## src/rtl/ps2_key_serializer.sv

```systemverilog
// Re-serialises hps_io key events into a device->host PS/2 stream (ps2_clk/ps2_data).
// Each event is queued, then expanded to E0 / F0 prefix frames plus the scancode frame.
module ps2_key_serializer #(
    parameter int HALF_PERIOD = 1145,
    parameter int GAP_CYCLES  = 2290,
    parameter int FIFO_DEPTH  = 4
) (
    input  logic        clk_sys,
    input  logic        reset_n,
    input  logic [10:0] ps2_key,
    output logic        ps2_clk,
    output logic        ps2_data,
    output logic        busy,
    output logic        overflow
);

    localparam int PW = (FIFO_DEPTH > 2) ? $clog2(FIFO_DEPTH) : 1;
    localparam int HW = (HALF_PERIOD > 2) ? $clog2(HALF_PERIOD) : 1;
    localparam int GW = (GAP_CYCLES > 2) ? $clog2(GAP_CYCLES) : 1;

    localparam logic [2:0] ST_IDLE = 3'd0;
    localparam logic [2:0] ST_POP  = 3'd1;
    localparam logic [2:0] ST_HIGH = 3'd2;
    localparam logic [2:0] ST_LOW  = 3'd3;
    localparam logic [2:0] ST_GAP  = 3'd4;

    logic [2:0]    state;
    logic          tog_q;
    logic          armed_q;
    logic          key_event;
    logic [9:0]    fifo_mem [FIFO_DEPTH];
    logic [PW-1:0] wr_ptr;
    logic [PW-1:0] rd_ptr;
    logic [PW:0]   fifo_cnt;
    logic          fifo_full;
    logic          fifo_empty;
    logic          do_push;
    logic          do_pop;
    logic [9:0]    head;
    logic [7:0]    list_next [3];
    logic [1:0]    last_next;
    logic [7:0]    byte_list [3];
    logic [1:0]    byte_idx;
    logic [1:0]    last_idx;
    logic [3:0]    bit_cnt;
    logic [HW-1:0] half_cnt;
    logic [GW-1:0] gap_cnt;

    // 11-bit frame, index 0 = start bit; parity is odd over the data byte.
    function automatic logic frame_bit(input logic [7:0] b, input logic [3:0] idx);
        logic [10:0] f;
        f = {1'b1, ~^b, b, 1'b0};
        return f[idx];
    endfunction

    // The first cycle after reset only captures the toggle level, so a held-high strobe is not an event.
    always_ff @(posedge clk_sys or negedge reset_n) begin
        if (!reset_n) begin
            tog_q   <= 1'b0;
            armed_q <= 1'b0;
        end else begin
            tog_q   <= ps2_key[10];
            armed_q <= 1'b1;
        end
    end

    assign key_event  = armed_q && (ps2_key[10] != tog_q);
    assign fifo_full  = (fifo_cnt == (PW+1)'(FIFO_DEPTH));
    assign fifo_empty = (fifo_cnt == '0);
    assign do_push    = key_event && !fifo_full;
    assign do_pop     = (state == ST_POP);
    assign head       = fifo_mem[rd_ptr];
    assign busy       = (state != ST_IDLE) || !fifo_empty;

    always_ff @(posedge clk_sys) begin
        if (do_push) fifo_mem[wr_ptr] <= ps2_key[9:0];
    end

    always_ff @(posedge clk_sys or negedge reset_n) begin
        if (!reset_n) begin
            wr_ptr   <= '0;
            rd_ptr   <= '0;
            fifo_cnt <= '0;
            overflow <= 1'b0;
        end else begin
            overflow <= key_event && fifo_full;
            if (do_push) wr_ptr <= wr_ptr + 1'b1;
            if (do_pop)  rd_ptr <= rd_ptr + 1'b1;
            case ({do_push, do_pop})
                2'b10:   fifo_cnt <= fifo_cnt + 1'b1;
                2'b01:   fifo_cnt <= fifo_cnt - 1'b1;
                default: fifo_cnt <= fifo_cnt;
            endcase
        end
    end

    // Byte list for the event at the FIFO head: [E0] [F0] scancode.
    always_comb begin
        list_next[0] = head[7:0];
        list_next[1] = 8'h00;
        list_next[2] = 8'h00;
        last_next    = 2'd0;
        if (head[8] && !head[9]) begin
            list_next[0] = 8'hE0;
            list_next[1] = 8'hF0;
            list_next[2] = head[7:0];
            last_next    = 2'd2;
        end else if (head[8] || !head[9]) begin
            list_next[0] = head[8] ? 8'hE0 : 8'hF0;
            list_next[1] = head[7:0];
            last_next    = 2'd1;
        end
    end

    always_ff @(posedge clk_sys or negedge reset_n) begin
        if (!reset_n) begin
            state        <= ST_IDLE;
            ps2_clk      <= 1'b1;
            ps2_data     <= 1'b1;
            byte_list[0] <= 8'h00;
            byte_list[1] <= 8'h00;
            byte_list[2] <= 8'h00;
            byte_idx     <= 2'd0;
            last_idx     <= 2'd0;
            bit_cnt      <= 4'd0;
            half_cnt     <= '0;
            gap_cnt      <= '0;
        end else begin
            case (state)
                ST_IDLE: begin
                    if (!fifo_empty) state <= ST_POP;
                end
                ST_POP: begin
                    byte_list <= list_next;
                    last_idx  <= last_next;
                    byte_idx  <= 2'd0;
                    bit_cnt   <= 4'd0;
                    half_cnt  <= '0;
                    ps2_data  <= 1'b0;
                    state     <= ST_HIGH;
                end
                ST_HIGH: begin
                    if (half_cnt == HW'(HALF_PERIOD - 1)) begin
                        half_cnt <= '0;
                        ps2_clk  <= 1'b0;
                        state    <= ST_LOW;
                    end else begin
                        half_cnt <= half_cnt + 1'b1;
                    end
                end
                ST_LOW: begin
                    if (half_cnt == HW'(HALF_PERIOD - 1)) begin
                        half_cnt <= '0;
                        ps2_clk  <= 1'b1;
                        if (bit_cnt == 4'd10) begin
                            ps2_data <= 1'b1;
                            gap_cnt  <= '0;
                            state    <= ST_GAP;
                        end else begin
                            bit_cnt  <= bit_cnt + 4'd1;
                            ps2_data <= frame_bit(byte_list[byte_idx], bit_cnt + 4'd1);
                            state    <= ST_HIGH;
                        end
                    end else begin
                        half_cnt <= half_cnt + 1'b1;
                    end
                end
                ST_GAP: begin
                    if (gap_cnt == GW'(GAP_CYCLES - 1)) begin
                        if (byte_idx != last_idx) begin
                            byte_idx <= byte_idx + 2'd1;
                            bit_cnt  <= 4'd0;
                            ps2_data <= 1'b0;
                            state    <= ST_HIGH;
                        end else if (!fifo_empty) begin
                            state <= ST_POP;
                        end else begin
                            state <= ST_IDLE;
                        end
                    end else begin
                        gap_cnt <= gap_cnt + 1'b1;
                    end
                end
                default: state <= ST_IDLE;
            endcase
        end
    end

endmodule
```

## config.mk

```make
export PLATFORM = sky130hd
export DESIGN_NAME = ps2_key_serializer
export DESIGN_NICKNAME = d
export VERILOG_FILES = /design/src/rtl/ps2_key_serializer.sv
export SDC_FILE = /design/constraint.sdc
export NUM_CORES = 1
export LEC_CHECK = 0
export ABC_CLOCK_PERIOD_IN_PS = 2600
export BUFFER_PORTS_ARGS = -buffer_cell sky130_fd_sc_hd__buf_4
export CAP_MARGIN = 10
export CORE_ASPECT_RATIO = 1.5
export CORE_UTILIZATION = 56
export DETAILED_ROUTE_END_ITERATION = 6
export GPL_TIMING_DRIVEN = 0
export PLACE_DENSITY = 0.77
export SYNTH_ARGS = -nofsm -noshare
export SYNTH_HDL_FRONTEND = slang
export SYNTH_SLANG_ARGS = --single-unit
```

## constraint.sdc

```tcl
create_clock -name clk_sys -period 2.6 [get_ports clk_sys]
set_clock_uncertainty 0.15 [all_clocks]
set_input_delay 0.52 -clock clk_sys [delete_from_list [all_inputs] [get_ports clk_sys]]
set_output_delay 0.52 -clock clk_sys [all_outputs]
set_load 0.01 [all_outputs]
```

==> flow_summary.json <==
{
  "status": "completed",
  "powerDensity_nw_per_um2": 861.0,
  "ys_ff_latch": 110,
  "place_hpwl_um": 6649,
  "seq_area_frac_synth_pct": 57.11,
  "grt_max_degree": 71,
  "h-tree-depth": 3,
  "vias_per_cell": 5.850,
  "stdcell_count": 574,
  "syn_to_final_growth_pct": 10.83,
  "ir_drop_uv": 617.6,
  "post-cts-setup-buffers": 0,
  "grt_pass1_vias": 3514,
  "top_usage_layer": "met2",
  "insertion_delay_ns": 0.35,
  "vias": 3358,
  "avgSynthCellArea_sq_um": 11.92,
  "fp.dieW_um": 80.49,
  "grt_util_met3_pct": 3.118,
  "multiInputGateArea_sq_um": 2079,
  "nNetsFinal": 486,
  "cts_tree": "built",
  "worst_pin_slew_ns": 0.8742,
  "report.final.slew_viol_count": 0,
  "use_met1_pct": 25.07,
  "postRouteAntennaNets": 0,
  "synth_edf_count": 40,
  "synth.area.top_cells": "dfrtp_1, edfxtp_1, mux4_2, nand2_1, ha_1",
  "synth_cells": 434,
  "worstHoldPathType": "in2async",
  "critPathKind": "reg2out",
  "slowest_delay_ns": 0.47,
  "p_leak_nw": 2.349,
  "layout_common_cells": "dfrtp_1, nand2_1, edfxtp_1",
  "grt_usage_pct": 22.03,
  "ys.flop_type": "dfrtp_1",
  "start_kind": "flop",
  "timing.critical_path.from": "fifo_cnt[1]$_DFFE_PN0P_",
  "gp_congestion": 0.8246,
  "wirelength_um": 9337,
  "ys_types": 65,
  "cts_buffer_depth": 2,
  "drc_errors": 0,
  "crit_fanout": 4,
  "drv_cap": 0,
  "final_common_cell": "dfrtp_1",
  "netlist_area_sq_um": 5175,
  "diodes": 0,
  "setup_viol": 0,
  "yosysTopAreaCellShare_pct": 32.88,
  "clock.fmax_mhz": 399.6,
  "final.fill_count": 664,
  "final_core_util_pct": 64.58,
  "chipHeight_um": 119.7,
  "cts.sinks": 110,
  "hold_viol": 0,
  "crit_path_cell_trace": "or3_1 -> or4_1 -> buf_4",
  "drtIter0Drc": 183,
  "drt_first_pass_iters": 4,
  "start_util_pct": 58.27,
  "num_io_pins": 17,
  "grt_overflow": 0,
  "period_share_pct": 96.24,
  "crit_required_ns": 1.93,
  "clock-root-buffer": "clkbuf_16",
  "fin_crit_ns": 2.502,
  "grt_pass1_wl_um": 16050,
  "yosysTopAreaCell": "dfrtp_1",
  "r2r_start": "rd_ptr[0]$_DFFE_PN0P_",
  "clk_pin_slew_ns": 0.07,
  "dp.cells": 560,
  "grt_util_met2_pct": 39.19,
  "relSlewSlack_pct": 41.72,
  "routedWlPerCell_um": 16.27,
  "cts_buffers": 9,
  "synth.net_count": 461,
  "crit_slowest_cell": "or4_1",
  "rsz0062_at_grt": "false",
  "yosysWarnings": 0,
  "synth_async_sr_flop_share_pct": 63.64,
  "io_buffers": 16,
  "seqCellArea_sq_um": 2955,
  "layout-drive-gt1-share_pct": 13.79,
  "fp-row-count": 42,
  "crit_path_end_kind": "primary output",
  "cp.arrival_ns": 1.83,
  "antenna_found_initial": 0,
  "die_area_sq_um": 9637,
  "p_total_w": 0.004938,
  "core_sq_um": 8881
}
[per-stage QoR]
stage                     TNS (ns)  setup slack, ns  hold WS, ns  area (sq um)
final                            0          0.09765       0.1282          5736
after floorplan                  0           0.2077      0.07441          5175
after CTS                        0          0.01547       0.1291          5737
after global placement      -1.540          -0.1840       0.3152          5433
after global routing             0          0.03529       0.1338          5736
after detailed placement    -1.599          -0.1924       0.3215          5433
[layout make-up]
type | instances | share of cell area (%)
tap | 110 | 2.400
buffer | 15 | 1.353
inverter | 16 | 1.047
clock buffer | 10 | 4.167
multi-input combinational | 291 | 36.26
sequential | 110 | 51.53
clock inverter | 6 | 1.156
timing repair buffer | 16 | 2.094
[where the power goes]
part           switching (W)  internal (W)  leakage, nW
Clock               0.000662      0.000703        0.146
Combinational       0.000647      0.000584        0.931
Sequential          0.000227       0.00212         1.27
[flip-flops by register name, indices dropped and copies added (netlist names)]
register   count
byte_list     24
byte_idx       2
bit_cnt        4
fifo_cnt       3
gap_cnt       12
ps2_clk        1
ps2_data       1
overflow       1
last_idx       2
tog_q          1
state          3
half_cnt      11
rd_ptr         2
armed_q        1
fifo_mem      40
wr_ptr         2
[cells in the mapped netlist (3+ instances only)]
master / n
ha_1: 13
nand4_1: 4
buf_2: 5
and4_1: 3
inv_1: 15
nand2b_1: 5
o21ai_1: 6
nand3_1: 17
xnor2_1: 18
mux2i_1: 8
o31ai_1: 4
nor2_1: 27
nor2b_1: 3
nor3_1: 3
xor2_1: 10
nand2_1: 51
a22o_1: 17
edfxtp_1: 40
and2_1: 5
o22a_1: 3
a31oi_1: 3
or2_2: 3
mux4_2: 11
o2bb2ai_1: 5
dfrtp_1: 68
o21ai_0: 23
clkbuf_1: 9
a21oi_1: 12
or3_1: 3
[per-layer routing]
layer  wire length (um)  share of wire, %  vias to the layer above
met3                168               1.8                       15
met4                228               2.4                        0
li1                   -                 -                     1620
met1               3824                41                     1680
met2               5115                55                       43
met5                  0                 0                        -
[repair_timing]
action	CTS	global route
hold endpoints to repair	0	0
endpoints found under the setup margin	11	19
gates cloned	0	0
hold buffers	0	0
gates resized for setup	2	1
[critical path: cells and delay by family (launching register included)]
family / cells / cell delay (ns)
and+or+nand+nor: 2 / 0.89
buffers and inverters: 1 / 0.18
DFF: 1 / 0.41
[worst paths after layout]
check                                                  to  slack, ns  depth (start not counted)
worst max-delay path                                 busy        0.1                          3
worst min-delay path                   overflow$_DFF_PN0_       0.13                          1
worst max register to register  byte_list[10]$_DFFE_PN0P_       0.15                          5
worst min register to register  byte_list[12]$_DFFE_PN0P_       0.34                          2
max in group asynchronous          bit_cnt[3]$_DFFE_PN0P_       1.60                          1
min in group clk_sys                      tog_q$_DFF_PN0_       0.13                          1
[kinds of logic (layout without fill, tap and decap cells)]
logic type               count (synthesis)  after routing  share of synthesized area (%)
AND/OR/NAND/NOR                        138            138                          12.91
flip-flops                             110            110                          57.11
AO/OA/AOI/OAI                           90             90                          12.14
buffers and inverters                   33             63                          2.732
XOR/XNOR                                29             29                          5.174
multiplexers                            19             19                          6.335
adder cells (fa/ha/maj)                 14             14                          3.530
other                                    1              1                        0.07246
Power figures use the tool's default switching activity.
